==> config.mk <==
export PLATFORM = sky130hd
export DESIGN_NAME = spi_xfer_engine
export DESIGN_NICKNAME = d
export VERILOG_FILES = /design/src/rtl/spi_xfer_pkg.sv /design/src/rtl/spi_xfer_engine_tick.sv /design/src/rtl/spi_xfer_engine.sv
export SDC_FILE = /design/constraint.sdc
export NUM_CORES = 1
export LEC_CHECK = 0
export CORE_ASPECT_RATIO = 0.6
export CORE_MARGIN = 10
export CORE_UTILIZATION = 40
export CTS_CLUSTER_SIZE = 30
export DETAILED_ROUTE_END_ITERATION = 10
export REMOVE_ABC_BUFFERS = 1
export SLEW_MARGIN = 20
export SYNTH_ARGS = -nofsm -noshare
export SYNTH_HDL_FRONTEND = slang
export SYNTH_SLANG_ARGS = --single-unit
==> constraint.sdc <==
create_clock -name clk -period 3.7 [get_ports clk]
set_input_delay 0.74 -clock clk [delete_from_list [all_inputs] [get_ports clk]]
set_output_delay 0.74 -clock clk [all_outputs]
set_load 0.02 [all_outputs]
==> src/rtl/spi_xfer_pkg.sv <==
// Shared types for the SPI transfer engine.
// State encoding and the per-word configuration latched on accept.
package spi_xfer_pkg;

    localparam int DIV_MAX_W = 32;

    typedef enum logic [2:0] {
        IDLE,
        LEAD,
        XFER,
        TRAIL,
        GAP
    } state_e;

    typedef struct packed {
        logic                 cpol;
        logic                 cpha;
        logic                 lsb_first;
        logic                 loopback;
        logic [DIV_MAX_W-1:0] div;
    } cfg_t;

endpackage

==> src/rtl/spi_xfer_engine_tick.sv <==
// Half-period tick generator for the SPI engine.
// Counts 0..div_i and restarts from zero when a word is accepted.
module spi_tick_gen
    import spi_xfer_pkg::*;
#(
    parameter int W = DIV_MAX_W
) (
    input  logic         clk,
    input  logic         rst_n,
    input  logic [W-1:0] div_i,
    input  logic         restart_i,
    output logic         tick_o,
    output logic         pre_o
);

    logic [W-1:0] cnt_q;
    logic [W-1:0] cnt_d;

    always_comb begin
        cnt_d  = cnt_q + W'(1);
        tick_o = (cnt_q == div_i);
        pre_o  = (cnt_d == div_i);
    end

    always_ff @(posedge clk) begin
        if (!rst_n || restart_i) begin
            cnt_q <= '0;
        end else if (tick_o) begin
            cnt_q <= '0;
        end else begin
            cnt_q <= cnt_d;
        end
    end

endmodule

==> src/rtl/spi_xfer_engine.sv <==
// SPI master transfer engine: one word per valid/ready handshake,
// configurable mode, bit order, clock divider and internal loopback.
module spi_xfer_engine
    import spi_xfer_pkg::*;
#(
    parameter int DATA_W = 16,
    parameter int DIV_W  = 8
) (
    input  logic              clk,
    input  logic              rst_n,
    input  logic [DIV_W-1:0]  cfg_div,
    input  logic              cfg_cpol,
    input  logic              cfg_cpha,
    input  logic              cfg_lsb_first,
    input  logic              cfg_loopback,
    input  logic [DATA_W-1:0] tx_data,
    input  logic              tx_valid,
    output logic              tx_ready,
    output logic [DATA_W-1:0] rx_data,
    output logic              rx_valid,
    output logic              busy,
    output logic              sclk,
    output logic              mosi,
    output logic              cs_n,
    input  logic              miso
);

    localparam int EW = $clog2(2 * DATA_W + 1);
    localparam logic [EW-1:0] LAST_E = EW'(2 * DATA_W - 1);

    state_e            state_q;
    cfg_t              cfg_q;
    logic [DATA_W-1:0] tx_sh_q;
    logic [DATA_W-1:0] rx_sh_q;
    logic [DATA_W-1:0] rx_data_q;
    logic [EW-1:0]     edge_q;
    logic              sclk_q;
    logic              mosi_q;
    logic              cs_n_q;
    logic              tx_ready_q;
    logic              rx_valid_q;
    logic              busy_q;

    logic              accept;
    logic              tick;
    logic              pre;
    logic              shift_e;
    logic              in_bit;
    logic              out_bit;
    logic              first_d;
    logic [DATA_W-1:0] load_d;
    logic [DATA_W-1:0] tx_shift_d;
    logic [DATA_W-1:0] rx_ins_d;

    spi_tick_gen #(
        .W(DIV_MAX_W)
    ) u_tick (
        .clk      (clk),
        .rst_n    (rst_n),
        .div_i    (cfg_q.div),
        .restart_i(accept),
        .tick_o   (tick),
        .pre_o    (pre)
    );

    // Even edge index = leading edge; CPHA picks which edge shifts.
    always_comb begin
        accept     = (state_q == IDLE) && tx_valid && tx_ready_q;
        shift_e    = cfg_q.cpha ? ~edge_q[0] : edge_q[0];
        in_bit     = cfg_q.loopback ? mosi_q : miso;
        out_bit    = cfg_q.lsb_first ? tx_sh_q[0] : tx_sh_q[DATA_W-1];
        tx_shift_d = cfg_q.lsb_first ? {1'b0, tx_sh_q[DATA_W-1:1]}
                                     : {tx_sh_q[DATA_W-2:0], 1'b0};
        rx_ins_d   = cfg_q.lsb_first ? {in_bit, rx_sh_q[DATA_W-1:1]}
                                     : {rx_sh_q[DATA_W-2:0], in_bit};
        first_d    = cfg_lsb_first ? tx_data[0] : tx_data[DATA_W-1];
        load_d     = cfg_lsb_first ? {1'b0, tx_data[DATA_W-1:1]}
                                   : {tx_data[DATA_W-2:0], 1'b0};
    end

    always_ff @(posedge clk) begin
        if (!rst_n) begin
            state_q    <= IDLE;
            cfg_q      <= '0;
            tx_sh_q    <= '0;
            rx_sh_q    <= '0;
            rx_data_q  <= '0;
            edge_q     <= '0;
            sclk_q     <= 1'b0;
            mosi_q     <= 1'b0;
            cs_n_q     <= 1'b1;
            tx_ready_q <= 1'b0;
            rx_valid_q <= 1'b0;
            busy_q     <= 1'b0;
        end else begin
            rx_valid_q <= 1'b0;
            unique case (state_q)
                IDLE: begin
                    sclk_q     <= cfg_cpol;
                    tx_ready_q <= 1'b1;
                    if (accept) begin
                        tx_ready_q <= 1'b0;
                        busy_q     <= 1'b1;
                        cs_n_q     <= 1'b0;
                        edge_q     <= '0;
                        rx_sh_q    <= '0;
                        cfg_q      <= '{cpol:      cfg_cpol,
                                        cpha:      cfg_cpha,
                                        lsb_first: cfg_lsb_first,
                                        loopback:  cfg_loopback,
                                        div:       DIV_MAX_W'(cfg_div)};
                        tx_sh_q    <= cfg_cpha ? tx_data : load_d;
                        mosi_q     <= cfg_cpha ? mosi_q : first_d;
                        state_q    <= LEAD;
                    end
                end
                LEAD: begin
                    if (tick) state_q <= XFER;
                end
                XFER: begin
                    if (tick) begin
                        sclk_q <= ~sclk_q;
                        edge_q <= edge_q + EW'(1);
                        if (shift_e) begin
                            mosi_q  <= out_bit;
                            tx_sh_q <= tx_shift_d;
                        end else begin
                            rx_sh_q <= rx_ins_d;
                        end
                        if (edge_q == LAST_E) state_q <= TRAIL;
                    end
                end
                TRAIL: begin
                    sclk_q <= cfg_q.cpol;
                    if (tick) begin
                        cs_n_q     <= 1'b1;
                        rx_valid_q <= 1'b1;
                        rx_data_q  <= rx_sh_q;
                        // The IDLE cycle counts toward the cs_n-high gap.
                        if (cfg_q.div == '0) begin
                            state_q    <= IDLE;
                            busy_q     <= 1'b0;
                            tx_ready_q <= 1'b1;
                        end else begin
                            state_q <= GAP;
                        end
                    end
                end
                GAP: begin
                    if (pre) begin
                        state_q    <= IDLE;
                        busy_q     <= 1'b0;
                        tx_ready_q <= 1'b1;
                    end
                end
                default: state_q <= IDLE;
            endcase
        end
    end

    assign tx_ready = tx_ready_q;
    assign rx_data  = rx_data_q;
    assign rx_valid = rx_valid_q;
    assign busy     = busy_q;
    assign sclk     = sclk_q;
    assign mosi     = mosi_q;
    assign cs_n     = cs_n_q;

endmodule

==> results of run 1 <==
[final cells by class]
class | count | area, µm² | area share [%]
clock inverter | 7 | 81.3 | 1.20
sequential | 107 | 2140 | 31.7
clock buffer | 9 | 225 | 3.33
timing repair buffer | 66 | 623 | 9.22
multi-input combinational | 555 | 3430 | 50.7
inverter | 6 | 22.5 | 0.333
tap | 192 | 240 | 3.55
[cells by family (layout without fill, tap and decap cells)]
| kind of cell | Yosys count | after routing |
|---|---|---|
| and+or+nand+nor | 320 | 320 |
| DFF | 107 | 107 |
| muxes | 49 | 49 |
| buffers and inverters | 59 | 88 |
| xor gates and xnor gates | 45 | 45 |
| adders and majority gates | 2 | 2 |
| AOI/OAI and AO/OA | 139 | 139 |
[state kept, by name (all words and copies together), names as in the netlist]
signal	count
state_q	3
mosi	1
tx_sh_q	16
rx_valid	1
cs_n	1
sclk	1
rx_sh_q	16
tx_ready	1
rx_data	16
busy	1
cfg_q	12
edge_q	6
u_tick.cnt_q	32
[per-layer routing]
layer / wire [µm] / share of wire [%]
met1: 7790 / 52
met2: 5990 / 40
met3: 1030 / 6.9
met4: 152 / 1.0
met5: 0 / 0
[power by group through the flow]
stage          registers (µW)  clock network [µW]  logic, µW
2_1_floorplan            1390                   0        573
3_3_place_gp             1380                   0        947
3_5_place_dp             1380                   0        966
4_1_cts                  1360                1010        970
5_1_grt                  1380                1050       1070
6_report                 1360                 987        964
[critical path, stage by stage, from the launching register on]
cell	delay, ps
dfxtp_1	400
ha_1	290
nand3_2	130
or4_1	690
or4_4	490
or2_1	270
a2111oi_2	480
nand4_1	180
nand2_1	90
[layout by cell type (no fill, tap or decap), types with 10 or more instances in the layout]
cell type	instances
nand4_1	16
nand3_1	25
clkdlybuf4s50_1	52
a22oi_1	16
nor2b_1	19
o21ai_0	15
dfxtp_1	107
mux2_2	15
mux2i_1	34
buf_4	13
a211oi_1	15
a21oi_1	26
nand2_1	117
a21boi_0	37
nor3_1	10
nor2_1	76
xnor2_1	27
xor2_1	18
[per-stage QoR]
stage | cells | setup TNS, ps | instance area [µm²] | setup slack (ps)
CTS | 942 | 0 | 6760 | 657
floorplan | 668 | -1640 | 5580 | -261
global route | 942 | 0 | 6760 | 469
global placement | 926 | 0 | 6450 | 834
detailed placement | 926 | 0 | 6450 | 707
finish | 942 | 0 | 6760 | 639
[how the worst max path moves through the flow]
stage	startpoint	to	slack (ps)	cells after the start
finish	u_tick.cnt_q[0]	tx_ready	640	8
global route	u_tick.cnt_q[0]	tx_ready	470	8
CTS	u_tick.cnt_q[0]	tx_ready	660	8
detailed placement	u_tick.cnt_q[0]	tx_ready	710	8
global placement	u_tick.cnt_q[0]	busy	830	7
floorplan	state_q[1]	rx_sh_q[0]	-260	6
==> results.yml, run 1 <==
layout:
  syn2layout_area_growth_pct: 16.8
  antennaDiodeCount: 0
  fin_util_pct: 48.6
  nets: 779
  layout-drive-gt1-share_pct: 7.20
  fill_cells: 1356
yosys:
  synthAdderAreaFrac_pct: 0.432
  muxShareOfSynthArea_pct: 8.79
  synthTopCellsByArea: "dfxtp_1, nand2_1, mux2i_1"
  synth-seq-cells: 107
  synthSimpleGateAreaFrac_pct: 26.4
  synth_top_area_cell: "dfxtp_1"
  yosys_most_used_dff: "dfxtp_1"
  synthesis.area_um2: 5790
  synth-compound-area-share_pct: 16.6
  avgSynthCellArea_um2: 8.03
  synth_top_family_by_area: "simple AND/OR/NAND/NOR gates"
  synthXorXnorAreaFrac_pct: 6.81
  synthDistinctLibCells: 56
  ys_warn_count: 0
  yosysMostFrequentCell: "nand2_1"
  synth_edf_count: 0
  synth_top_area_share_pct: 37.0
  ys_top_cells_by_count: "nand2_1, dfxtp_1, nor2_1"
  synth-seq-area-share_pct: 37.0
  async_flop_share_pct: 0
  postSynthCellCount: 721
timing:
  drv_slew: 0
  fin_skew_ps: 10.9
  maxSlewHeadroom_pct: 38.1
  fin_crit_ps: 3060
  whs_ps: 462
  setup_viol: 0
  finalCritPeriodShare_pct: 82.7
  fmax_ghz: 0.327
  hold_viol: 0
  worst_slew_pin_slew_ps: 926
  rsz0062_at_grt: "false"
critical_path:
  rrSetupSlack_ps: 640
  critPathArrivalTime_ps: 3350
  crit_type: "reg2reg"
  crit_path_end_kind: "flop"
  worstReg2RegStart: "u_tick.cnt_q[0]"
  r2r-end: "tx_ready"
  cp_max_fo: 6
  start_kind: "flop"
  ff2ff_path_depth: 8
  worstPathRequired_ps: 3990
hold_path:
  min_from: "rx_data[11]"
  hold_path_class: "reg2reg"
  min_to: "rx_data[11]"
  hold_path_depth: 2
routing:
  wl_per_cell_um: 15.9
  vias_per_cell: 5.46
  vias: 5140
  route.detailed.drc: 0
  ant_nets: 0
  firstDrtPassIters: 5
  routed_wl_um: 15000
  drt-initial-drc-count: 451
clock_tree:
  cts_sinks: 107
  cts-root-buf: "clkbuf_16"
  clk_latency_ps: 350
  tritoncts: "built"
  clk_pin_slew_ps: 80
  postCtsSetupRepairBufs: 0
  h-tree-depth: 3
  cts_resized: 0
  cts_made_buffers: 9
  clockBufferDepth: 2
  ctsHoldBuffers: 0
pwr:
  clkPwrFrac_pct: 29.8
  power.leakage_uw: 0.00228
  powerDensity_nw_per_um2: 490
  p_sw_uw: 1200
  vdd_ir_drop_max_uv: 298
  switching_share_pct: 36.4
  p_int_uw: 2110
  comb_power_share_pct: 29.1
  total_power_uw: 3310
  seq_power_share_pct: 41.0
global_route:
  grt_remaining_overflow: 0
  grt_max_degree: 72
  grt.busiest_layer: "met1"
  grt_util_met1_pct: 21.8
  grt.met3_usage_pct: 3.92
  first_global_vias: 4822
  antenna_found_initial: 0
  grt_pass1_wl_um: 24900
  grtUsageMet2_pct: 20.5
  grt_use_total_pct: 14.7
floorplanning:
  rows: 33
  start_util_pct: 41.6
  dieArea_um2: 19800
  die_h_um: 113
  core_um2: 13900
  io_pins: 54
  die_w_um: 175
placed_design:
  place_congestion: 0.925
  portBuffers: 53
  hpwl_um: 10900
flow_run:
  maxCapViolations: 0
status:
  status: "finished clean"
Power figures use the tool's default switching activity.
==> run 2, diff against run 1 <==
==> constraint.sdc (replaced) <==
create_clock -name clk -period 2.6 [get_ports clk]
set_input_delay 0.52 -clock clk [delete_from_list [all_inputs] [get_ports clk]]
set_output_delay 0.52 -clock clk [all_outputs]
set_load 0.02 [all_outputs]
==> run 2 against run 1 <==
  * Total power grew 47%
  * Die area unchanged
  * Non-clock buffer count increased by 34
  * First-iteration DRC count fell by 4.7%
  * Fmax rose by 20%
==> results.yml, run 2 (synthesis gave the netlist of run 1 again) <==
critical_path:
  cp_max_fo: 4
  crit_path_end_kind: "flop"
  start_kind: "flop"
  critPathArrivalTime_ps: 2840
  crit_type: "reg2reg"
  worstPathRequired_ps: 2890
timing:
  hold_viol: 0
  setup_slack_ps: 46.1
  setup_viol: 0
  fin_crit_ps: 2550
  drv_slew: 0
  fin_skew_ps: 11.0
  finalCritPeriodShare_pct: 98.2
  rsz0062_at_grt: "false"
  worst_slew_pin_slew_ps: 601
  maxSlewHeadroom_pct: 59.9
  fmax_ghz: 0.392
  whs_ps: 461
  finalSetupTns_ps: 0
layout:
  layout_commonest_cell: "nand2_1"
  syn2layout_area_growth_pct: 22.5
  top_register: "u_tick.cnt_q"
  fill_cells: 1369
  layout-drive-gt1-share_pct: 12.0
  largest_reg_flops: 32
  final_cell_mix: "nand2_1, dfxtp_1, nor2_1"
  fin_util_pct: 51.0
  antennaDiodeCount: 0
  nets: 813
placed_design:
  hpwl_um: 11400
  dpl_worst_slack_ps: -90.6
  portBuffers: 53
  place_congestion: 0.904
floorplanning:
  io_pins: 54
  core_um2: 13900
  start_util_pct: 41.6
  die_h_um: 113
  dieArea_um2: 19800
  rows: 33
  die_w_um: 175
hold_path:
  hold_path_class: "reg2reg"
routing:
  vias_per_cell: 5.39
  ant_nets: 0
  firstDrtPassIters: 5
  routed_wl_um: 15400
  drt-initial-drc-count: 430
  vias: 5261
  wl_per_cell_um: 15.8
  route.detailed.drc: 0
global_route:
  grt.met3_usage_pct: 4.12
  grt_remaining_overflow: 0
  grt.busiest_layer: "met1"
  grt_pass1_wl_um: 25400
  grtUsageMet2_pct: 21.0
  first_global_vias: 4907
  antenna_found_initial: 0
  grt_max_degree: 72
  grt_util_met1_pct: 22.8
  grt_use_total_pct: 15.2
pwr:
  total_power_uw: 4850
  power.leakage_uw: 0.00246
  powerDensity_nw_per_um2: 684
  vdd_ir_drop_max_uv: 356
clock_tree:
  h-tree-depth: 3
  clockBufferDepth: 2
  tritoncts: "built"
  cts-root-buf: "clkbuf_16"
  clk_latency_ps: 350
  cts_made_buffers: 9
  cts_sinks: 107
  clk_pin_slew_ps: 80
status:
  status: "finished clean"
flow_run:
  maxCapViolations: 0
## run 2: worst paths after layout
kind	slack, ps	end	from	cells after the start
worst max-delay path	50	tx_ready	u_tick.cnt_q[12]	7
worst min-delay path	460	rx_data[8]	rx_data[8]	2
worst max register to register	50	tx_ready	u_tick.cnt_q[12]	7
worst min register to register	460	rx_data[8]	rx_data[8]	2
## run 2: final cells by class
class / instances / area (µm²) / share of cell area, %
Clock buffer: 9 / 225 / 3.18
Multi-Input combinational cell: 555 / 3470 / 49.0
Tap cell: 192 / 240 / 3.39
Timing Repair Buffer: 100 / 903 / 12.7
Sequential cell: 107 / 2140 / 30.2
Inverter: 6 / 22.5 / 0.318
Clock inverter: 7 / 81.3 / 1.15
## run 2: repair_timing
item	CTS	global route
hold buffers	0	0
gates cloned	0	0
buffers inserted	0	1
setup endpoints to repair	3	47
endpoints found under the hold margin	0	0
pin swaps	2	3
resized for setup	5	5
## run 2: metrics by stage
step	area [µm²]	std cells
floorplan	5580	668
global placement	6730	959
detailed placement	6730	959
CTS	7060	975
global route	7090	976
finish	7090	976
## run 2: worst max-delay path, cell delays in order (launching register included)
cell,delay [ps]
dfxtp_1,430
nand4_2,180
or4_4,530
or4_4,430
or2_4,270
a2111oi_4,400
nand4_1,150
nand2_1,90
## run 2: metal layers
metal	routed length, µm	share of wire [%]	up-vias
li1	-	-	2644
met1	8140	53	2458
met2	6180	40	155
met3	1040	6.7	4
met4	81	0.52	0
met5	0	0	-
## run 2: report_power, final
part,switching (µW),total [µW],internal [µW]
sequential,142,1920,1780
combinational,898,1550,657
clock,683,1370,688
total,1720,4850,3130
